File: src/rtl/asym_ram_pkg.sv
// Shared definitions for the asymmetric RAM narrow-port reader: FSM encodings,
// default geometry and the wide/narrow width ratio helper.
package asym_ram_pkg;

  typedef logic [1:0] stateT;

  localparam stateT S_IDLE  = 2'd0;
  localparam stateT S_ISSUE = 2'd1;
  localparam stateT S_DRAIN = 2'd2;
  localparam stateT S_OUT   = 2'd3;

  localparam int DEF_WIDTHA     = 16;
  localparam int DEF_WIDTHB     = 4;
  localparam int DEF_SIZEA      = 256;
  localparam int DEF_SIZEB      = 1024;
  localparam int DEF_ADDRWIDTHA = 8;
  localparam int DEF_ADDRWIDTHB = 10;

  function automatic int ratioOf(input int widthA, input int widthB);
    return widthA / widthB;
  endfunction

endpackage

File: src/rtl/asym_ram_narrow_reader_if.sv
// Output word stream of the narrow reader.
// Handshake: a word transfers on every posedge where out_valid && out_ready; once
// out_valid is high, out_valid and out_data stay unchanged until that transfer.
interface asym_ram_narrow_reader_if
  import asym_ram_pkg::*;
#(
  parameter int WIDTHA = DEF_WIDTHA
) ();

  logic [WIDTHA-1:0] out_data;
  logic              out_valid;
  logic              out_ready;

  modport master (output out_data, output out_valid, input out_ready);
  modport slave  (input out_data, input out_valid, output out_ready);

endinterface

File: src/rtl/asym_ram_word_packer.sv
// Assembles one wide word from narrow read beats; beat k lands in slice k, so the
// lowest narrow address ends up least significant.
module asym_ram_word_packer #(
  parameter int WIDTHA = 16,
  parameter int WIDTHB = 4,
  parameter int RATIO  = 4,
  parameter int KW     = 2
) (
  input  logic              clk,
  input  logic              rst,
  input  logic              clear,
  input  logic              capEn,
  input  logic [KW-1:0]     capIdx,
  input  logic [WIDTHB-1:0] capData,
  output logic [WIDTHA-1:0] word
);

  always_ff @(posedge clk) begin
    if (rst || clear) begin
      word <= '0;
    end else if (capEn) begin
      for (int i = 0; i < RATIO; i++) begin
        if (capIdx == KW'(i)) word[i*WIDTHB +: WIDTHB] <= capData;
      end
    end
  end

endmodule

File: src/rtl/asym_ram_narrow_reader.sv
// Sweeps wide-word addresses through the narrow RAM port, reassembles RATIO narrow
// reads per word and streams the words out; the RAM port is never written.
module asym_ram_narrow_reader
  import asym_ram_pkg::*;
#(
  parameter int WIDTHA     = DEF_WIDTHA,
  parameter int WIDTHB     = DEF_WIDTHB,
  parameter int SIZEA      = DEF_SIZEA,
  parameter int SIZEB      = DEF_SIZEB,
  parameter int ADDRWIDTHA = DEF_ADDRWIDTHA,
  parameter int ADDRWIDTHB = DEF_ADDRWIDTHB
) (
  input  logic                  clk,
  input  logic                  rst,
  input  logic                  start,
  input  logic [ADDRWIDTHA-1:0] start_addr,
  input  logic [ADDRWIDTHA:0]   num_words,
  output logic                  busy,
  output logic                  done,
  output logic                  ram_en,
  output logic                  ram_we,
  output logic [ADDRWIDTHB-1:0] ram_addr,
  output logic [WIDTHB-1:0]     ram_di,
  input  logic [WIDTHB-1:0]     ram_do,
  asym_ram_narrow_reader_if.master outBus,
  output stateT                 dbgState
);

  localparam int RATIO = ratioOf(WIDTHA, WIDTHB);
  localparam int LOGR  = $clog2(RATIO);
  localparam int KW    = (LOGR > 0) ? LOGR : 1;
  localparam int LW    = ADDRWIDTHA + 1;

  if ((WIDTHA % WIDTHB) != 0 || (RATIO & (RATIO - 1)) != 0 ||
      ADDRWIDTHB != ADDRWIDTHA + LOGR || SIZEA != (1 << ADDRWIDTHA) ||
      SIZEB != SIZEA * RATIO) begin : gBadGeometry
    $error("asym_ram_narrow_reader: inconsistent width/depth parameters");
  end

  stateT                 state;
  logic [KW-1:0]         kCnt;
  logic [KW-1:0]         issuedK;
  logic [KW-1:0]         pendIdx;
  logic                  pendQ;
  logic [ADDRWIDTHA-1:0] wordAddr;
  logic [LW-1:0]         wordsLeft;
  logic                  outValidQ;
  logic                  accept;
  logic                  clearWord;

  assign accept   = outValidQ && outBus.out_ready;
  assign busy     = (state != S_IDLE);
  assign ram_we   = 1'b0;
  assign ram_di   = '0;
  assign dbgState = state;
  assign outBus.out_valid = outValidQ;

  always_comb begin
    clearWord = 1'b0;
    if (state == S_IDLE && start && num_words != '0) clearWord = 1'b1;
    if (state == S_OUT && accept && wordsLeft != LW'(1)) clearWord = 1'b1;
  end

  // pendQ/pendIdx mark the cycle in which the registered RAM output carries beat pendIdx.
  always_ff @(posedge clk) begin
    if (rst) begin
      state     <= S_IDLE;
      kCnt      <= '0;
      issuedK   <= '0;
      pendIdx   <= '0;
      pendQ     <= 1'b0;
      wordAddr  <= '0;
      wordsLeft <= '0;
      outValidQ <= 1'b0;
      done      <= 1'b0;
      ram_en    <= 1'b0;
      ram_addr  <= '0;
    end else begin
      done    <= 1'b0;
      pendQ   <= ram_en;
      pendIdx <= issuedK;
      case (state)
        S_IDLE: begin
          ram_en <= 1'b0;
          if (start) begin
            if (num_words == '0) begin
              done <= 1'b1;
            end else begin
              wordAddr  <= start_addr;
              wordsLeft <= num_words;
              kCnt      <= '0;
              state     <= S_ISSUE;
            end
          end
        end
        S_ISSUE: begin
          ram_en   <= 1'b1;
          ram_addr <= (ADDRWIDTHB'(wordAddr) << LOGR) | ADDRWIDTHB'(kCnt);
          issuedK  <= kCnt;
          kCnt     <= kCnt + KW'(1);
          if (kCnt == KW'(RATIO - 1)) state <= S_DRAIN;
        end
        S_DRAIN: begin
          ram_en <= 1'b0;
          if (pendQ && pendIdx == KW'(RATIO - 1)) begin
            state     <= S_OUT;
            outValidQ <= 1'b1;
          end
        end
        S_OUT: begin
          ram_en <= 1'b0;
          if (accept) begin
            outValidQ <= 1'b0;
            wordAddr  <= wordAddr + ADDRWIDTHA'(1);
            wordsLeft <= wordsLeft - LW'(1);
            if (wordsLeft == LW'(1)) begin
              state <= S_IDLE;
              done  <= 1'b1;
            end else begin
              state <= S_ISSUE;
              kCnt  <= '0;
            end
          end
        end
        default: state <= S_IDLE;
      endcase
    end
  end

  asym_ram_word_packer #(
    .WIDTHA(WIDTHA),
    .WIDTHB(WIDTHB),
    .RATIO (RATIO),
    .KW    (KW)
  ) uPacker (
    .clk    (clk),
    .rst    (rst),
    .clear  (clearWord),
    .capEn  (pendQ),
    .capIdx (pendIdx),
    .capData(ram_do),
    .word   (outBus.out_data)
  );

endmodule
File: src/flat_wrapper.sv
// flat-port wrapper written by rule: the top's interface ports become plain ports
module asym_ram_narrow_reader_flat import asym_ram_pkg::*;
#(
  parameter int WIDTHA     = DEF_WIDTHA,
  parameter int WIDTHB     = DEF_WIDTHB,
  parameter int SIZEA      = DEF_SIZEA,
  parameter int SIZEB      = DEF_SIZEB,
  parameter int ADDRWIDTHA = DEF_ADDRWIDTHA,
  parameter int ADDRWIDTHB = DEF_ADDRWIDTHB
)
  (clk, rst, start, start_addr, num_words, busy, done, ram_en, ram_we, ram_addr, ram_di, ram_do, dbgState, outBus_out_data, outBus_out_valid, outBus_out_ready);
  asym_ram_narrow_reader_if #(.WIDTHA(WIDTHA)) outBus_i ();
  input  logic clk;
  input  logic rst;
  input  logic start;
  input  logic [ADDRWIDTHA-1:0] start_addr;
  input  logic [ADDRWIDTHA:0] num_words;
  output logic busy;
  output logic done;
  output logic ram_en;
  output logic ram_we;
  output logic [ADDRWIDTHB-1:0] ram_addr;
  output logic [WIDTHB-1:0] ram_di;
  input  logic [WIDTHB-1:0] ram_do;
  output stateT dbgState;
  output wire logic [$bits(outBus_i.out_data)-1:0] outBus_out_data;
  output wire logic [$bits(outBus_i.out_valid)-1:0] outBus_out_valid;
  input wire logic [$bits(outBus_i.out_ready)-1:0] outBus_out_ready;
  assign outBus_out_data = outBus_i.out_data;
  assign outBus_out_valid = outBus_i.out_valid;
  assign outBus_i.out_ready = outBus_out_ready;
  asym_ram_narrow_reader #(.WIDTHA(WIDTHA), .WIDTHB(WIDTHB), .SIZEA(SIZEA), .SIZEB(SIZEB), .ADDRWIDTHA(ADDRWIDTHA), .ADDRWIDTHB(ADDRWIDTHB)) u_core (.clk(clk), .rst(rst), .start(start), .start_addr(start_addr), .num_words(num_words), .busy(busy), .done(done), .ram_en(ram_en), .ram_we(ram_we), .ram_addr(ram_addr), .ram_di(ram_di), .ram_do(ram_do), .outBus(outBus_i), .dbgState(dbgState));
endmodule
File: config.mk
export PLATFORM = sky130hd
export DESIGN_NAME = asym_ram_narrow_reader_flat
export DESIGN_NICKNAME = d
export VERILOG_FILES = /design/src/rtl/asym_ram_pkg.sv /design/src/rtl/asym_ram_narrow_reader_if.sv /design/src/rtl/asym_ram_word_packer.sv /design/src/rtl/asym_ram_narrow_reader.sv /design/src/flat_wrapper.sv
export SDC_FILE = /design/constraint.sdc
export NUM_CORES = 1
export LEC_CHECK = 0
export CORE_UTILIZATION = 54
export CTS_CLUSTER_SIZE = 24
export DETAILED_ROUTE_END_ITERATION = 8
export GPL_ROUTABILITY_DRIVEN = 1
export PLACE_DENSITY = 0.85
export SYNTH_ARGS = -nofsm -noshare
export SYNTH_HDL_FRONTEND = slang
export SYNTH_HIERARCHICAL = 1
export SYNTH_SLANG_ARGS = --single-unit
File: constraint.sdc
create_clock -name clk -period 6.05 [get_ports clk]
set_clock_uncertainty 0.15 [all_clocks]
set_input_delay 1.21 -clock clk [delete_from_list [all_inputs] [get_ports clk]]
set_output_delay 1.21 -clock clk [all_outputs]
set_load 0.01 [all_outputs]
==> results of run 1 <==
-- flip-flops by register name, indices dropped and copies added (netlist names) --
signal and flops:
u_core/kCnt 2, u_core/wordAddr 8, u_core/dbgState 2, u_core/done 1, u_core/pendIdx 2, u_core/uPacker/word 16
u_core/outBus.out_valid 1, u_core/ram_en 1, u_core/pendQ 1, u_core/ram_addr 10, u_core/wordsLeft 9
-- power groups by stage --
stage	sequential [mW]	combinational (mW)	clock, mW
floorplan	0.469	0.328	0
global placement	0.475	0.450	0
detailed placement	0.477	0.461	0
CTS	0.470	0.468	0.221
global route	0.480	0.519	0.237
finish	0.473	0.478	0.217
-- kinds of logic after synthesis --
logic type / count (synthesis)
AND/OR/NAND/NOR: 117
AO/OA/AOI/OAI: 61
flip-flops: 53
buffers and inverters: 31
multiplexers: 31
adder cells (fa/ha/maj): 10
other: 1
-- cell type report --
cell class | instances | share of cell area
clock inverters | 1 | 0.001451
flip-flops and latches | 53 | 0.3076
well taps | 67 | 0.02430
repair buffers | 58 | 0.1668
clock buffers | 7 | 0.02793
inverters | 8 | 0.008705
multi-input cells | 224 | 0.4632
-- per-stage QoR --
step	setup slack [ps]	area, um2
floorplan	2977	2816
CTS	2462	3450
detailed placement	2139	3348
finish	2456	3450
global route	2252	3450
global placement	2226	3348
-- metal layers --
metal  GRT usage  wire [um]  up-vias
li1            -          -     1204
met1      0.3566       3163     1202
met2      0.4131       3278      109
met3     0.05014        426        8
met4     0.09402         86        0
met5           0          0        -
-- placed cells by master (no fill, tap or decap), drive strengths merged, types with 2 or more instances in the layout --
cell / count
or3b: 20
o2bb2ai: 2
and3: 3
a22oi: 2
conb: 5
or3: 5
ha: 10
o31ai: 7
nand3: 14
nand2: 20
nor4: 6
o41ai: 2
nor2: 20
or4: 3
o32ai: 4
clkdlybuf4s50: 56
a21oi: 20
nor3: 7
mux2i: 29
mux2: 2
nand2b: 2
o21ai: 4
clkinv: 3
a32o: 2
dfxtp: 53
a211o: 2
clkbuf: 7
inv: 6
buf: 2
nand3b: 2
o211ai: 2
nor2b: 8
-- path summary, 6_finish.rpt --
path	slack, ps	cells past startpoint	end	from
min reg2reg	320	1	u_core/pendQ$_SDFF_PP0_	u_core/ram_en$_SDFF_PP0_
min	320	1	u_core/pendQ$_SDFF_PP0_	u_core/ram_en$_SDFF_PP0_
max	2460	6	u_core/uPacker/word[5]$_SDFFE_PP0P_	num_words[3]
max reg2reg	2760	5	u_core/wordAddr[4]$_SDFFE_PP0P_	u_core/dbgState[1]$_SDFFE_PP0P_
==> impl_metrics.toml, run 1 <==
[finish]
layout.area.seq_um2 = 1061
filler_cells = 392
final_cell_count_no_fill = 418
drive_above_1_share = 0.06553
total_area_of_multi_input_combinational_cells_um2 = 1598
finalCoreUtilization = 0.7115
finish.net_count = 385
area_growth_from_synthesis_to_layout_pct = 23.14
n_antenna_cell = 0

[floorplan]
placeableCoreArea_um2 = 4848
floorplan.die.height_um = 74.03
die_width_um = 74.03
start_util = 0.5778
fp-row-count = 25
top_level_ports = 62
die_area_um2 = 5480

[timing]
rsz_0062_raised_after_global_routing = "no"
setup-tns-final_ps = 0
finalHoldViolCount = 0
timing_worst_slew_pin_value_ps = 1186
period_needed_ps = 3594
timing.hold.ws_ps = 315.1
final_max_slew_viol_count = 0
setup_viol_count_final = 0
fmaxAchievable_ghz = 0.2783
final.period_utilization = 0.5940
slew_headroom = 0.1891

[critical_path]
end_kind = "flop"
critPathTopFamily = "simple AND/OR/NAND/NOR gates"
slowest_stage = "sky130_fd_sc_hd__or4_4"
max_stage_delay_ps = 560
cp.required_ps = 6140
timing_worst_setup_path_type = "input port to flop"
crit_path_cell_trace = "clkdlybuf4s50_1 -> or4_4 -> nor4_1 -> o22ai_1 -> or3b_4 -> mux2i_1"
critical_path_buf_inv_count = 1
timing.critical_path.fanout_max = 20
arrival_time_at_the_worst_endpoint_ps = 3680
worstSetupStartpointType = "input port"

[place]
routabilityCongestion = 0.7951
io_buffers = 56
numPlacedInstances = 410
post-dp-hpwl_mm = 4.630

[synth]
postSynthCellCount = 304
yosys_register_bits = 53
synth_most_common_cell = "sky130_fd_sc_hd__dfxtp_1"
synth_mux_area_frac = 0.1117
combinational_family_with_the_most_area_after_synthesis = "simple AND/OR/NAND/NOR gates"
ys_async_sr_fraction = 0
dominantRegCellSynth = "sky130_fd_sc_hd__dfxtp_1"
netlist_area_um2 = 2801
synth-xor-area-share = 0
synthSimpleGateAreaFrac = 0.2515
synth_compound_gate_area_share = 0.1541
yosys.area_share.adder = 0.04466
yosys-top-cells-count = "sky130_fd_sc_hd__dfxtp_1, sky130_fd_sc_hd__mux2i_1, sky130_fd_sc_hd__a21oi_1, sky130_fd_sc_hd__nand2_1, sky130_fd_sc_hd__nor2_1"
post_synth_num_cell_types = 59
synthesis.yosys.warnings = 6
synthTopCellsByArea = "sky130_fd_sc_hd__dfxtp_1, sky130_fd_sc_hd__mux2i_1, sky130_fd_sc_hd__or3b_1"
synth-edff-count = 0
synth_largest_type_area_fraction = 0.3787
synthDominantAreaCellType = "sky130_fd_sc_hd__dfxtp_1"
yosysSeqAreaShare = 0.3787
post_synth.cell_area_avg_um2 = 9.215

[global_route]
wire_length_of_the_first_global_routing_pass_mm = 11.06
grt_pass1_vias = 2310
antenna_violations_before_repair = 0
globalRouteTotalUtil = 0.2617
largest_net_degree_at_the_start_of_global_routing = 33
grt_remaining_overflow = 0

[clock_tree]
tritoncts = "yes"
cts_root_buf = "sky130_fd_sc_hd__clkbuf_8"
resized_cells_post_cts = 0
hold_buffers = 0
clock_insertion_delay_worst_skew_ps = 300
cts.path.max_buffers = 2
postCtsSetupBuffers = 0
numClockSinks = 53
number_of_h_tree_branching_levels = 2
cts-buffers-inserted = 5
cts.clk_slew.worst_paths_ps = 90

[drt]
post_drt_wl_per_cell_um = 16.64
vias_post_dr = 2523
firstDrtPassIters = 6
drc_errors = 0
ant_nets = 0
finalWirelength_mm = 6.954
initial_drc_count = 257
route.detailed.vias_per_inst = 6.036

[flow_run]
drv.max_cap_violation_count = 0

[power]
switching_share = 0.3898
p_int_mw = 0.7125
clkPwrFrac = 0.186
p_leak_nw = 1.328
power_frac_seq = 0.405
power.combinational.fraction = 0.409
total_chip_power_mw = 1.168
power.density_nw_per_um2 = 338.5
p_switching_mw = 0.4551
ir_drop_uv = 235.4

[worst_hold_path]
holdCritPathClass = "flop to flop"

[status]
outcome = "completed"
Power figures use the tool's default switching activity.
==> run 2: changes to the inputs <==
--- a/config.mk
+++ b/config.mk
@@ -5,11 +5,11 @@
 export SDC_FILE = /design/constraint.sdc
 export NUM_CORES = 1
 export LEC_CHECK = 0
-export CORE_UTILIZATION = 54
+export CORE_UTILIZATION = 46
 export CTS_CLUSTER_SIZE = 24
 export DETAILED_ROUTE_END_ITERATION = 8
 export GPL_ROUTABILITY_DRIVEN = 1
-export PLACE_DENSITY = 0.85
+export PLACE_DENSITY = 0.77
 export SYNTH_ARGS = -nofsm -noshare
 export SYNTH_HDL_FRONTEND = slang
 export SYNTH_HIERARCHICAL = 1
==> constraint.sdc (replaced) <==
create_clock -name clk -period 3.2 [get_ports clk]
set_clock_uncertainty 0.15 [all_clocks]
set_input_delay 0.64 -clock clk [delete_from_list [all_inputs] [get_ports clk]]
set_output_delay 0.64 -clock clk [all_outputs]
set_load 0.01 [all_outputs]
==> impl_metrics.toml, run 2 (synthesis results as in run 1) <==
[finish]
largest_reg_flops = 16
drive_above_1_share = 0.08357
area_growth_from_synthesis_to_layout_pct = 26.53
most_used_cells_in_the_layout_excluding_fill_and_tap_cells = "sky130_fd_sc_hd__clkdlybuf4s50_1, sky130_fd_sc_hd__dfxtp_1, sky130_fd_sc_hd__mux2i_1"
finish.net_count = 393
final_cell_count_no_fill = 434
n_antenna_cell = 0
filler_cells = 511
final_common_cell = "sky130_fd_sc_hd__clkdlybuf4s50_1"
design_area_um2 = 3545
top_regs = "u_core/uPacker/word (16), u_core/ram_addr (10), u_core/wordsLeft (9)"
largest-register = "u_core/uPacker/word"

[timing]
final_critical_path_setup_slack_ps = 309.5
slew_headroom = 0.3750
setup_viol_count_final = 0
rsz_0062_raised_after_global_routing = "no"
setup-tns-final_ps = 0
fmaxAchievable_ghz = 0.3460
finalHoldViolCount = 0
timing_worst_slew_pin_value_ps = 924.4
period_needed_ps = 2890
final_max_slew_viol_count = 0
final.period_utilization = 0.9033

[power]
ir_drop_uv = 379.6
p_leak_nw = 1.376
power.density_nw_per_um2 = 649.9

[drt]
post_drt_wl_per_cell_um = 15.47
drc_errors = 0
firstDrtPassIters = 4
finalWirelength_mm = 6.714
route.detailed.vias_per_inst = 5.730
vias_post_dr = 2487
initial_drc_count = 218
ant_nets = 0

[clock_tree]
tritoncts = "yes"
number_of_h_tree_branching_levels = 2
numClockSinks = 53
cts.path.max_buffers = 2
clock_insertion_delay_worst_skew_ps = 310
cts_root_buf = "sky130_fd_sc_hd__clkbuf_8"
hold_buffers = 0
cts-buffers-inserted = 5
postCtsSetupBuffers = 0
resized_cells_post_cts = 0
cts.clk_slew.worst_paths_ps = 110

[global_route]
wire_length_of_the_first_global_routing_pass_mm = 11.23
antenna_violations_before_repair = 0
grt_remaining_overflow = 0
grt_pass1_vias = 2355
globalRouteTotalUtil = 0.2231
largest_net_degree_at_the_start_of_global_routing = 57

[flow_run]
drv.max_cap_violation_count = 0

[worst_hold_path]
holdCritPathClass = "flop to flop"

[critical_path]
arrival_time_at_the_worst_endpoint_ps = 2970
timing_worst_setup_path_type = "input port to flop"
end_kind = "flop"
worstSetupStartpointType = "input port"
cp.required_ps = 3280
timing.critical_path.fanout_max = 20

[place]
numPlacedInstances = 426
routabilityCongestion = 0.8235
io_buffers = 56
post-dp-hpwl_mm = 4.739
post_dp_cell_area_um2 = 3426
dpl_worst_slack_ps = -15.28

[floorplan]
die_width_um = 80.04
top_level_ports = 62
die_area_um2 = 6406
fp-row-count = 28
floorplan.die.height_um = 80.04
placeableCoreArea_um2 = 5886
start_util = 0.4760

[status]
outcome = "completed"
==> run 2: cell types whose count changed in the layout (fill, tap and decap cells not counted), sizes merged <==
| cell | before | now |
|---|---|---|
| buf | 2 | 10 |
| inv | 6 | 7 |
| clkbuf | 7 | 5 |
| bufinv | 0 | 1 |
==> run 2: area by class of cell <==
| cell class | instances | area, um2 | share of cell area |
|---|---|---|---|
| Multi-Input combinational cell | 224 | 1593 | 0.4493 |
| Sequential cell | 53 | 1061 | 0.2993 |
| Clock inverter | 3 | 50.05 | 0.01412 |
| Timing Repair Buffer | 66 | 648.1 | 0.1828 |
| Inverter | 8 | 30.03 | 0.008472 |
| Tap cell | 75 | 93.84 | 0.02647 |
| Clock buffer | 5 | 68.82 | 0.01941 |
==> run 2: worst max-delay path: stages <==
cell	delay, ps
sky130_fd_sc_hd__clkdlybuf4s50_1	410
sky130_fd_sc_hd__or4_4	560
sky130_fd_sc_hd__nor4_1	410
sky130_fd_sc_hd__o22ai_1	160
sky130_fd_sc_hd__buf_4	210
sky130_fd_sc_hd__or3b_4	430
sky130_fd_sc_hd__mux2i_1	160
==> run 2: metrics by stage <==
step	utilization	hold WS, ps	power, mW
2_1_floorplan	-	300.6	1.508
3_3_place_gp	0.5821	304.2	1.804
3_5_place_dp	0.5821	300.6	1.826
4_1_cts	0.6023	306.9	2.304
5_1_grt	0.6023	326.5	2.455
6_report	0.6023	309.4	2.304
==> run 2: power breakdown <==
| group | leakage [nW] | switching [mW] | total [mW] | internal [mW] |
|---|---|---|---|---|
| clock | 0.0603 | 0.239 | 0.479 | 0.240 |
| combinational | 0.884 | 0.513 | 0.933 | 0.421 |
| sequential | 0.431 | 0.120 | 0.891 | 0.772 |
==> run 2: path summary, 6_finish.rpt <==
check | from | end | slack (ps) | cells past startpoint
worst max-delay path | num_words[3] | u_core/uPacker/word[15]$_SDFFE_PP0P_ | 310 | 7
worst min-delay path | u_core/ram_en$_SDFF_PP0_ | u_core/pendQ$_SDFF_PP0_ | 310 | 1
worst max register to register | u_core/dbgState[0]$_SDFFE_PP0P_ | u_core/dbgState[0]$_SDFFE_PP0P_ | 640 | 6
worst min register to register | u_core/ram_en$_SDFF_PP0_ | u_core/pendQ$_SDFF_PP0_ | 310 | 1
==> run 2: metal layers <==
layer,up-vias,global-route usage,part of all wire
met5,-,0,0
met3,4,0.03086,0.061
met2,95,0.3667,0.47
met4,0,0.06607,0.0074
li1,1216,-,-
met1,1172,0.3019,0.46
